[src/rtl/pci_mon_pkg.sv]
// Shared definitions for the passive PCI bus monitor: state encodings
// and the PCI command codes the debug logic decodes.
package pci_mon_pkg;

  localparam logic [2:0] ST_IDLE       = 3'd0;
  localparam logic [2:0] ST_DECODE     = 3'd1;
  localparam logic [2:0] ST_WAIT       = 3'd2;
  localparam logic [2:0] ST_DATA       = 3'd3;
  localparam logic [2:0] ST_FINAL      = 3'd4;
  localparam logic [2:0] ST_DISCONNECT = 3'd5;
  localparam logic [2:0] ST_ABORT      = 3'd6;

  typedef enum logic [2:0] {
    IDLE       = ST_IDLE,
    DECODE     = ST_DECODE,
    WAIT       = ST_WAIT,
    DATA       = ST_DATA,
    FINAL      = ST_FINAL,
    DISCONNECT = ST_DISCONNECT,
    ABORT      = ST_ABORT
  } mon_state_e;

  localparam logic [3:0] IO_READ   = 4'h2;
  localparam logic [3:0] IO_WRITE  = 4'h3;
  localparam logic [3:0] MEM_READ  = 4'h6;
  localparam logic [3:0] MEM_WRITE = 4'h7;

endpackage

[src/rtl/pci_sat_counter.sv]
// Up-counter with synchronous clear that holds at all-ones instead of wrapping.
module pci_sat_counter #(
  parameter int W = 8
) (
  input  logic         clk,
  input  logic         rst,
  input  logic         clr_i,
  input  logic         inc_i,
  output logic [W-1:0] count_o,
  output logic         sat_o
);

  logic [W-1:0] count_q;

  assign sat_o   = &count_q;
  assign count_o = count_q;

  always_ff @(posedge clk) begin
    if (rst || clr_i) count_q <= '0;
    else if (inc_i && !sat_o) count_q <= count_q + 1'b1;
  end

endmodule

[src/rtl/pci_bus_monitor.sv]
// Passive PCI bus-phase tracker: latches address/command, counts data
// phases and flags master abort, target abort and disconnect.
//
// state      | meaning
// IDLE       | bus idle or not yet synchronised to a transaction boundary
// DECODE     | address phase seen, waiting for DEVSEL#
// WAIT       | data phase pending, IRDY# or TRDY# not yet asserted
// DATA       | at least one data phase done, more to follow
// FINAL      | last data phase done, waiting for IRDY# release
// DISCONNECT | target signalled STOP#, waiting for bus release
// ABORT      | master or target abort, waiting for bus release
module pci_bus_monitor
  import pci_mon_pkg::*;
#(
  parameter int AD_W           = 32,
  parameter int CNT_W          = 8,
  parameter int DEVSEL_TIMEOUT = 5
) (
  input  logic             clk,
  input  logic             rst,
  input  logic             frame,
  input  logic             irdy,
  input  logic             trdy,
  input  logic             devsel,
  input  logic             stop,
  input  logic [AD_W-1:0]  ad,
  input  logic [3:0]       cbe,
  output logic [2:0]       state,
  output logic [AD_W-1:0]  addr,
  output logic [3:0]       cmd,
  output logic             is_write,
  output logic             busy,
  output logic [CNT_W-1:0] phase_count,
  output logic             xfer,
  output logic             done,
  output logic             master_abort,
  output logic             target_abort,
  output logic             disconnect
);

  localparam logic [3:0] DEC_LAST = 4'(DEVSEL_TIMEOUT - 1);

  mon_state_e      state_q, state_d;
  logic [AD_W-1:0] addr_q, addr_d;
  logic [3:0]      cmd_q, cmd_d;
  logic            synced_q, synced_d;
  logic            xfer_q, xfer_d, done_q, done_d;
  logic            mabort_q, mabort_d, tabort_q, tabort_d, disc_q, disc_d;
  logic            capture, dec_inc, pc_inc, pc_sat, dec_sat, dec_hit;
  logic [3:0]      dec_cnt;

  pci_sat_counter #(.W(CNT_W)) u_phase_cnt (
    .clk     (clk),
    .rst     (rst),
    .clr_i   (capture),
    .inc_i   (pc_inc),
    .count_o (phase_count),
    .sat_o   (pc_sat)
  );

  pci_sat_counter #(.W(4)) u_decode_cnt (
    .clk     (clk),
    .rst     (rst),
    .clr_i   (capture),
    .inc_i   (dec_inc),
    .count_o (dec_cnt),
    .sat_o   (dec_sat)
  );

  assign dec_hit = dec_sat | (dec_cnt == DEC_LAST);
  assign pc_inc  = xfer_d & ~pc_sat;

  always_comb begin
    state_d  = state_q;
    addr_d   = addr_q;
    cmd_d    = cmd_q;
    xfer_d   = 1'b0;
    done_d   = 1'b0;
    mabort_d = 1'b0;
    tabort_d = 1'b0;
    disc_d   = 1'b0;
    dec_inc  = 1'b0;
    capture  = 1'b0;
    // An idle bus (FRAME# and IRDY# both released) marks a safe boundary.
    synced_d = synced_q | (frame & irdy);
    case (state_q)
      IDLE: capture = ~frame & synced_q;
      DECODE, WAIT, DATA: begin
        if (state_q == DECODE && devsel) begin
          dec_inc = 1'b1;
          if (dec_hit) begin
            state_d  = ABORT;
            mabort_d = 1'b1;
          end
        end else if (devsel && !stop) begin
          state_d  = ABORT;
          tabort_d = 1'b1;
        end else if (!stop) begin
          state_d = DISCONNECT;
          disc_d  = 1'b1;
          xfer_d  = ~irdy & ~trdy;
        end else if (!irdy && !trdy) begin
          xfer_d  = 1'b1;
          state_d = frame ? FINAL : DATA;
        end else begin
          state_d = WAIT;
        end
      end
      FINAL: begin
        if (irdy) begin
          done_d = 1'b1;
          if (frame) state_d = IDLE;
          else       capture = 1'b1;
        end
      end
      DISCONNECT: begin
        if (frame && irdy) begin
          state_d = IDLE;
          done_d  = 1'b1;
        end
      end
      ABORT: if (frame && irdy) state_d = IDLE;
      default: state_d = IDLE;
    endcase
    if (capture) begin
      state_d = DECODE;
      addr_d  = ad;
      cmd_d   = cbe;
    end
  end

  always_ff @(posedge clk) begin
    if (rst) begin
      state_q  <= IDLE;
      addr_q   <= '0;
      cmd_q    <= '0;
      synced_q <= 1'b0;
      xfer_q   <= 1'b0;
      done_q   <= 1'b0;
      mabort_q <= 1'b0;
      tabort_q <= 1'b0;
      disc_q   <= 1'b0;
    end else begin
      state_q  <= state_d;
      addr_q   <= addr_d;
      cmd_q    <= cmd_d;
      synced_q <= synced_d;
      xfer_q   <= xfer_d;
      done_q   <= done_d;
      mabort_q <= mabort_d;
      tabort_q <= tabort_d;
      disc_q   <= disc_d;
    end
  end

  assign state        = state_q;
  assign addr         = addr_q;
  assign cmd          = cmd_q;
  assign is_write     = cmd_q[0];
  assign busy         = (state_q != IDLE);
  assign xfer         = xfer_q;
  assign done         = done_q;
  assign master_abort = mabort_q;
  assign target_abort = tabort_q;
  assign disconnect   = disc_q;

endmodule

[config.mk]
export PLATFORM = sky130hd
export DESIGN_NAME = pci_bus_monitor
export DESIGN_NICKNAME = d
export VERILOG_FILES = /design/src/rtl/pci_mon_pkg.sv /design/src/rtl/pci_sat_counter.sv /design/src/rtl/pci_bus_monitor.sv
export SDC_FILE = /design/constraint.sdc
export NUM_CORES = 1
export LEC_CHECK = 0
export ABC_AREA = 1
export ABC_CLOCK_PERIOD_IN_PS = 2120
export BUFFER_PORTS_ARGS = -buffer_cell sky130_fd_sc_hd__buf_2
export CAP_MARGIN = 20
export CORE_MARGIN = 1
export CORE_UTILIZATION = 48
export CTS_CLUSTER_SIZE = 30
export DETAILED_ROUTE_END_ITERATION = 8
export GPL_TIMING_DRIVEN = 0
export PLACE_DENSITY = 0.79
export SLEW_MARGIN = 20
export SYNTH_ARGS = -nofsm -noshare
export SYNTH_HDL_FRONTEND = slang
export SYNTH_HIERARCHICAL = 1
export SYNTH_SLANG_ARGS = --single-unit
[constraint.sdc]
create_clock -name clk -period 2.12 [get_ports clk]
set_input_delay 0.212 -clock clk [delete_from_list [all_inputs] [get_ports clk]]
set_output_delay 0.212 -clock clk [all_outputs]
set_load 0.02 [all_outputs]
==> summary.md, run 1 <==
| Metric | Value |
|---|---|
| TritonCTS clock tree | done |
| Met2 WL post-DR | 2.64 mm |
| Status | finished, final reports clean |
| Final Critical Period | 1.93 ns |
| Pre-antenna DRT Iters | 6 |
| Top sig layer | met4 |
| CTS Buffer Depth | 2 |
| Setup TNS | 0 ns |
| Starting density of the core | 50.9% |
| Top cell type's share of synthesized area | 46.2% |
| Fmax | 519 MHz |
| H-tree levels | 3 |
| Syn-to-layout area delta | 30.6% |
| Most common cell in the netlist | nor2_1 |
| Async S/R FF share, synth | 0% |
| Synth Flop Type | dfxtp_1 |
| Clk_lat worst skew | 0.33 ns |
| WL met3 | 382 um |
| Setup-failing EPs final | 0 |
| Clock skew | 0.00650 ns |
| Met1 WL | 2.60 mm |
| P per Cell Area | 1060 nW/um^2 |
| Vias in the first global route | 1956 |
| R2r setup slk | 0.19 ns |
| IO Count | 97 |
| GP Congestion | 0.851 |
| Largest cells by area after synthesis | dfxtp_1, nor2_1, o21ai_0, nand2_1, nor2_2 |
| Max Cap Viol | 0 |
| CTS Buf Count | 9 |
| Grt ovf | 0 |
| Hold Crit Class | primary input to register |
| Lkg Pwr | 1.58 nW |
| Global-route wire length before repair | 8.47 mm |
| DIE WIDTH | 73.7 um |
| Dpl cells | 497 |
| Pre-CTS setup slack | 0.207 ns |
| Largest area contributor in the synthesized netlist | dfxtp_1 |
| Tcrit/Tclk final | 90.8% |
| Nets | 486 |
| Share of cells above drive strength 1 | 33.2% |
| DRC Markers | 0 |
| Seq/Total Area, Yosys | 46.2% |
| Area of the mapped netlist | 2470 sq um |
| Relative slew slack | 68.1% |
| Setup ws final | 0.194 ns |
| Hpwl dp | 4.04 mm |
| Critical path required time | 2.35 ns |
| I/O Buffers | 96 |
| Flop and latch count out of synthesis | 57 |
| Post-Synthesis Cells | 334 |
| Final Hold Viols | 0 |
| Total Die Area | 5430 sq um |
| Crit-path max FO | 9 |
| VDD IR max | 0.000507 V |
| Routed length per instance | 11.0 um |
| Critical setup path kind | register to register |
| Syn avg cell area | 7.39 sq um |
| # rows | 25 |
| Synth cell count leaders | nor2_1, dfxtp_1, nand2_1, o21ai_0, inv_1 |
| Final Instance Count excl. Fillers | 513 |
| Clock sink count | 57 |
| Core area | 4850 sq um |
| Routed WL | 5.65 mm |
| Yosys cell types | 22 |
| Max-slew violations | 0 |
| Post-DRT Antenna Nets | 0 |
| Syn Nets | 379 |
| Crit path DAT | 2.16 ns |
| Warnings from Yosys | 6 |
| Antenna violations before repair | 0 |
| Tot Pwr | 3.40 mW |
| Total track usage | 20.3% |
| CTS Root Cell | clkbuf_8 |
| Initial DRC count | 64 |
| Vias | 2447 |
| Antenna Cells | 0 |
| Crit path launch type | register |
| Worst Max-Slew Pin Slew | 0.479 ns |
| DR vias/cell | 4.77 |
| CTS Hold Buffers Added | 0 |
| Unrepaired setup endpoints after global routing | false |
| Pin count of the biggest net entering global routing | 13 |
| Worst-path clk slew | 0.06 ns |
| CP endpoint kind | register |
| Post-synth EDFFs | 0 |
| Die H | 73.7 um |
-- where the power goes --
part,switching [mW],internal (mW)
combinational,0.651,0.401
clock,0.409,0.572
sequential,0.126,1.24
-- kinds of logic (layout without fill, tap and decap cells) --
group | Yosys count | count (layout) | synth area share, %
adders and majority gates | 2 | 2 | 1.01
buffers and inverters | 38 | 150 | 9.13
AOI/OAI and AO/OA | 54 | 54 | 11.0
and+or+nand+nor | 183 | 183 | 32.7
DFF | 57 | 57 | 46.2
-- registers in the layout, indices dropped and copies added, names as in the netlist --
name and cells:
addr 32, u_phase_cnt/count_o 8, cmd 4, u_decode_cnt/count_o 4, state 3, disconnect 1
done 1, master_abort 1, synced_q 1, target_abort 1, xfer 1
-- final timing paths --
check	end	cells after the start	startpoint
worst max-delay path	u_phase_cnt/count_o[7]	10	state[0]
worst min-delay path	disconnect	2	stop
worst max register to register	u_phase_cnt/count_o[7]	10	state[0]
worst min register to register	synced_q	2	synced_q
-- cell usage in the layout, fill, tap and decap left out, types with 4 or more instances in the layout --
cell type  instances
a21oi_1           12
buf_2             98
clkbuf_1           8
clkbuf_8          10
dfxtp_1           57
inv_1             22
nand2_1           43
nand3_1           11
nand4_1            6
nor2_1            90
nor2_2            22
nor3_1             4
o21ai_0           42
-- stage by stage --
step	area, sq um	util [%]	hold slack, ns
floorplan	2470	-	0.281
global placement	3030	62.5	0.409
detailed placement	3030	62.5	0.409
CTS	3220	66.4	0.0545
global route	3220	66.5	0.0723
finish	3220	66.5	0.0631
-- routing by layer --
layer,vias to the layer above,global-route usage (%)
met4,0,7.69
li1,1279,-
met5,-,0
met2,67,33.0
met3,2,6.45
met1,1099,25.0
-- critical path: stages (launching register included) --
cell      delay, ns
dfxtp_1        0.52
nor2_4         0.09
nor2_1         0.20
nand4_1        0.20
nor2_1         0.13
buf_4          0.17
nand2_1        0.09
nor2_2         0.14
nand3b_1       0.12
nor2_1         0.11
nor2_1         0.05
-- what timing repair did --
item | CTS | global route
endpoints found under the setup margin | 0 | 1
gates resized for setup | 0 | 1
setup buffers | 0 | 0
-- final cells by class --
| cell class | count | area [sq um] |
|---|---|---|
| fill | 426 | 1630 |
| sequential | 57 | 1140 |
| multi-input combinational | 239 | 1100 |
| timing repair buffer | 96 | 480 |
| clock buffer | 13 | 149 |
| buffer | 15 | 134 |
| inverter | 23 | 91.3 |
| tap | 67 | 83.8 |
| clock inverter | 3 | 40.0 |
No activity file was read; power rests on OpenSTA's default activity.
==> inputs of run 2 (changes only) <==
--- a/config.mk
+++ b/config.mk
@@ -9,12 +9,15 @@
 export ABC_CLOCK_PERIOD_IN_PS = 2120
 export BUFFER_PORTS_ARGS = -buffer_cell sky130_fd_sc_hd__buf_2
 export CAP_MARGIN = 20
+export CELL_PAD_IN_SITES_DETAIL_PLACEMENT = 1
+export CELL_PAD_IN_SITES_GLOBAL_PLACEMENT = 1
 export CORE_MARGIN = 1
-export CORE_UTILIZATION = 48
+export CORE_UTILIZATION = 33
+export CTS_BUF_LIST = sky130_fd_sc_hd__clkbuf_4 sky130_fd_sc_hd__clkbuf_8 sky130_fd_sc_hd__clkbuf_16
 export CTS_CLUSTER_SIZE = 30
 export DETAILED_ROUTE_END_ITERATION = 8
 export GPL_TIMING_DRIVEN = 0
-export PLACE_DENSITY = 0.79
+export PLACE_DENSITY_LB_ADDON = 0.1
 export SLEW_MARGIN = 20
 export SYNTH_ARGS = -nofsm -noshare
 export SYNTH_HDL_FRONTEND = slang
==> run 2 against run 1 <==
  * Global-route usage fell by 2.7 points
  * Core utilization fell by 21 points
  * Die area rose by 44%
  * Highest routed layer unchanged
  * Combinational power barely moved
  * Register-to-register slack barely moved
  * Final cell count rose by 6.2%
  * Clock skew rose by 0.0023 ns
==> summary.md, run 2 (synthesis gave the netlist of run 1 again) <==
| Metric | Value |
|---|---|
| Lkg Pwr | 1.59 nW |
| Int Pwr | 2.39 mW |
| Max stage delay on crit path | 0.36 ns |
| # rows | 31 |
| Pre-CTS setup slack | 0.138 ns |
| Initial DRC count | 45 |
| Worst Max-Slew Pin Slew | 0.493 ns |
| Critical path required time | 2.34 ns |
| Grt ovf | 0 |
| Final Critical Period | 1.92 ns |
| P per Cell Area | 1090 nW/um^2 |
| Share of cells above drive strength 1 | 34.1% |
| DR vias/cell | 4.55 |
| Global-route wire length before repair | 10.6 mm |
| Final instance area | 3310 sq um |
| Unrepaired setup endpoints after global routing | false |
| Fmax | 520 MHz |
| Syn-to-layout area delta | 34.1% |
| CP cell instances | ha_1, nand2_1, nor2_1, nand2_1, buf_6, inv_1, nor2_1, buf_4, nand2_1, nor2_2, nand3b_1, nor2_1, nor2_1 |
| I/O Buffers | 96 |
| Core area | 7250 sq um |
| IO Count | 97 |
| Met2 WL post-DR | 3.23 mm |
| Crit path DAT | 2.15 ns |
| Placed cell area | 3070 sq um |
| Clock skew | 0.00877 ns |
| Tot Pwr | 3.61 mW |
| Vias in the first global route | 2279 |
| Max-slew violations | 0 |
| Final Hold Viols | 0 |
| Critical setup path kind | register to register |
| Relative slew slack | 67.0% |
| Vias | 2479 |
| Switch Pwr | 1.23 mW |
| Total Die Area | 7830 sq um |
| Clock sink count | 57 |
| Commonest non-fill, non-tap cell in the layout | buf_2 |
| Nets | 486 |
| Setup-failing EPs final | 0 |
| Setup Fix Bufs, Post-CTS | 0 |
| Status | finished, final reports clean |
| Starting density of the core | 34.0% |
| Pre-antenna DRT Iters | 4 |
| Max Cap Viol | 0 |
| CTS Buffer Depth | 2 |
| Antenna Cells | 0 |
| CTS Root Cell | clkbuf_8 |
| CP Launch Point | u_phase_cnt/count_o[0] |
| GP Congestion | 0.796 |
| Crit-path max FO | 10 |
| Setup ws final | 0.196 ns |
| Met1 WL | 2.92 mm |
| Max FFs per register | 32 |
| CP dominant cell by count | nor2_1 |
| Comb power frac | 29.5% |
| Antenna violations before repair | 0 |
| CP max-delay cell | dfxtp_1 |
| Tcrit/Tclk final | 90.8% |
| Routed length per instance | 12.0 um |
| DRC Markers | 0 |
| Worst R2R Start | u_phase_cnt/count_o[0] |
| DIE WIDTH | 88.5 um |
| Pin count of the biggest net entering global routing | 13 |
| HP Start | stop |
| CP endpoint kind | register |
| Hpwl dp | 4.81 mm |
| TritonCTS clock tree | done |
| Sequential share of power | 38.0% |
| CP top delay family | simple AND/OR/NAND/NOR gates |
| Hold Crit Class | primary input to register |
| Setup TNS | 0 ns |
| Total track usage | 17.6% |
| CTS Buf Count | 9 |
| Clk_lat worst skew | 0.32 ns |
| H-tree levels | 3 |
| Net Sw Frac | 33.9% |
| Routed WL | 6.55 mm |
| Buf/Inv on CP | 3 |
| Top sig layer | met4 |
| VDD IR max | 0.000503 V |
| WL met3 | 316 um |
| Worst-path clk slew | 0.07 ns |
| Clock power frac | 32.5% |
| Post-DRT Antenna Nets | 0 |
| Die H | 88.5 um |
| Crit path launch type | register |
| Commonest cells after routing, fill and taps aside | buf_2, nor2_1, dfxtp_1 |
## run 2: layout make-up
type / instances / area, sq um
buffer: 15 / 134
inverter: 23 / 91.3
tap: 99 / 124
timing repair buffer: 96 / 480
clock buffer: 12 / 159
fill: 954 / 3940
multi-input combinational: 239 / 1100
clock inverter: 4 / 75.1
sequential: 57 / 1140
## run 2: path summary, 6_finish.rpt
path	end	slack, ns	cells after the start
max	u_phase_cnt/count_o[7]	0.20	13
min	disconnect	0.09	2
max reg2reg	u_phase_cnt/count_o[7]	0.20	13
min reg2reg	synced_q	0.45	2
## run 2: what timing repair did
item / CTS / global route
gates resized for setup: 0 / 2
endpoints found under the setup margin: 0 / 6
hold buffers: 0 / 0
## run 2: per-stage QoR
stage | std cells | hold WS, ns | utilization, %
after floorplan | 334 | 0.281 | -
after global placement | 529 | 0.413 | 42.3
after detailed placement | 529 | 0.418 | 42.3
after CTS | 545 | 0.0699 | 45.6
after global routing | 545 | 0.0871 | 45.6
final | 545 | 0.0868 | 45.6
## run 2: worst reg2reg max path: cells and delay by family (launching register included)
family | cells | cell delay (ns)
adders and majority gates | 1 | 0.25
buffers and inverters | 3 | 0.37
DFF | 1 | 0.36
and+or+nand+nor | 9 | 0.85
## run 2: layer usage
metal,track usage (%),up-vias
li1,-,1282
met1,21.4,1133
met2,30.3,56
met3,3.82,8
met4,7.04,0
met5,0,-
## run 2: power groups by stage
stage	Clock [mW]	Combinational [mW]	Sequential, mW
floorplan	0	0.531	1.59
global placement	0	1.06	1.39
global route	1.28	1.20	1.40
finish	1.17	1.07	1.37
CTS	1.21	1.08	1.37
detailed placement	0	1.08	1.40
==> inputs of run 3 (changes only) <==
--- a/config.mk
+++ b/config.mk
@@ -13,7 +13,6 @@
 export CELL_PAD_IN_SITES_GLOBAL_PLACEMENT = 1
 export CORE_MARGIN = 1
 export CORE_UTILIZATION = 33
-export CTS_BUF_LIST = sky130_fd_sc_hd__clkbuf_4 sky130_fd_sc_hd__clkbuf_8 sky130_fd_sc_hd__clkbuf_16
 export CTS_CLUSTER_SIZE = 30
 export DETAILED_ROUTE_END_ITERATION = 8
 export GPL_TIMING_DRIVEN = 0
==> run 3 against run 2 <==
  * Sequential power is essentially flat
  * Global-route usage hardly changed
  * Register-to-register slack about the same
  * Critical path type unchanged
  * Setup slack hardly changed
==> summary.md, run 3 (synthesis gave the netlist of run 1 again) <==
| Metric | Value |
|---|---|
| Clock skew | 0.00877 ns |
| Relative slew slack | 67.0% |
| I/O Buffers | 96 |
| Filler Cell Count | 957 |
| DRC Markers | 0 |
| Crit path DAT | 2.15 ns |
| Max stage delay on crit path | 0.36 ns |
| Final Hold Viols | 0 |
| Nets | 486 |
| Crit-path max FO | 10 |
| Int Pwr | 2.37 mW |
| CP dominant cell by count | nor2_1 |
| Worst Max-Slew Pin Slew | 0.493 ns |
| Max Cap Viol | 0 |
| Lkg Pwr | 1.59 nW |
| GP Congestion | 0.796 |
| IO Count | 97 |
| Seq. cell area | 1140 sq um |
| Commonest cells after routing, fill and taps aside | buf_2, nor2_1, dfxtp_1 |
| Total track usage | 17.6% |
| Final Critical Period | 1.92 ns |
| Clock sink count | 57 |
| Critical path required time | 2.35 ns |
| GRT met1 Usage | 21.3% |
| # rows | 31 |
| Status | finished, final reports clean |
| CTS Hold Buffers Added | 0 |
| Core area | 7250 sq um |
| Switch Pwr | 1.23 mW |
| Routed length per instance | 12.0 um |
| CTS Root Cell | clkbuf_8 |
| Antenna violations before repair | 0 |
| Post-DRT Antenna Nets | 0 |
| Starting density of the core | 34.0% |
| Setup Fix Bufs, Post-CTS | 0 |
| Fmax | 520 MHz |
| Total Die Area | 7830 sq um |
| Vias in the first global route | 2272 |
| Grt ovf | 0 |
| Setup TNS | 0 ns |
| P per Cell Area | 1090 nW/um^2 |
| Hpwl dp | 4.81 mm |
| TritonCTS clock tree | done |
| Hold slack | 0.0860 ns |
| Grt peak-use layer | met2 |
| Buf/Inv on CP | 3 |
| Met2 Usage GRT | 30.3% |
| VDD IR max | 0.000504 V |
| Global-route wire length before repair | 10.6 mm |
| Share of cells above drive strength 1 | 33.9% |
| Pin count of the biggest net entering global routing | 13 |
| Global-route met3 utilization | 4.10% |
| Initial DRC count | 38 |
| CP endpoint kind | register |
| DIE WIDTH | 88.5 um |
| CTS Buf Count | 9 |
| Pre-antenna DRT Iters | 4 |
| Die H | 88.5 um |
| CP cell instances | ha_1, nand2_1, nor2_1, nand2_1, buf_6, inv_1, nor2_1, buf_4, nand2_1, nor2_2, nand3b_1, nor2_1, nor2_1 |
| Comb power frac | 29.6% |
| Critical setup path kind | register to register |
| Syn-to-layout area delta | 34.0% |
| Crit path launch type | register |
| CP max-delay cell | dfxtp_1 |
| H-tree levels | 3 |
| Tcrit/Tclk final | 90.8% |
| Footprint of the multi-input gates | 1100 sq um |
| DR vias/cell | 4.55 |
| Max FFs per register | 32 |
| CTS Buffer Depth | 2 |
| Worst-path clk slew | 0.07 ns |
| Unrepaired setup endpoints after global routing | false |
| Net Sw Frac | 34.1% |
| Max-slew violations | 0 |
| Sequential share of power | 38.1% |
| Clk_lat worst skew | 0.32 ns |
| Antenna Cells | 0 |
| Hold Crit Class | primary input to register |
| CP top delay family | simple AND/OR/NAND/NOR gates |
| Vias | 2482 |
| Clock power frac | 32.2% |
| Setup-failing EPs final | 0 |
| Routed WL | 6.56 mm |
| Commonest non-fill, non-tap cell in the layout | buf_2 |
==> run 3: final timing paths <==
path	end	cells after the start	slack, ns	from
hold / removal	disconnect	2	0.09	stop
setup reg to reg	u_phase_cnt/count_o[7]	13	0.20	u_phase_cnt/count_o[0]
hold reg to reg	synced_q	2	0.46	synced_q
setup / recovery	u_phase_cnt/count_o[7]	13	0.20	u_phase_cnt/count_o[0]
==> run 3: area by class of cell <==
type | count | area share, %
flip-flops and latches | 57 | 34.6
multi-input cells | 239 | 33.4
repair buffers | 96 | 14.5
clock buffers | 12 | 4.69
plain buffers | 15 | 4.05
well taps | 99 | 3.75
inverters | 23 | 2.76
clock inverters | 4 | 2.27
==> run 3: worst register-to-register path: cells and delay by family (launching register included) <==
kind / cells / cell delay [ns]
adder cells (fa/ha/maj): 1 / 0.25
AND/OR/NAND/NOR: 9 / 0.85
flip-flops: 1 / 0.36
buffers and inverters: 3 / 0.37
==> run 3: per-layer routing <==
layer	share of wire [%]	vias to the layer above
met4	1.2	0
met5	0	-
met3	5.1	8
met2	49	58
met1	45	1136
li1	-	1280
==> run 3: power groups by stage <==
| stage | Combinational (mW) | Sequential [mW] | Clock [mW] |
|---|---|---|---|
| floorplan | 0.531 | 1.59 | 0 |
| global placement | 1.06 | 1.39 | 0 |
| detailed placement | 1.08 | 1.40 | 0 |
| CTS | 1.08 | 1.37 | 1.20 |
| global route | 1.20 | 1.40 | 1.26 |
| finish | 1.07 | 1.37 | 1.16 |
==> run 3: repair_timing <==
action,4_1_cts,5_1_grt
endpoints found under the setup margin,0,6
hold endpoints to repair,0,0
gates resized for setup,0,2
==> run 3: through the flow <==
| step | setup slack [ns] | cells | cell area [sq um] | power [mW] | util, % |
|---|---|---|---|---|---|
| 2_1_floorplan | 0.320 | 334 | 2470 | 2.12 | - |
| 3_3_place_gp | 0.116 | 529 | 3070 | 2.44 | 42.3 |
| 3_5_place_dp | 0.138 | 529 | 3070 | 2.47 | 42.3 |
| 4_1_cts | 0.132 | 545 | 3300 | 3.65 | 45.5 |
| 5_1_grt | 0.00168 | 545 | 3310 | 3.86 | 45.6 |
| 6_report | 0.196 | 545 | 3310 | 3.60 | 45.6 |
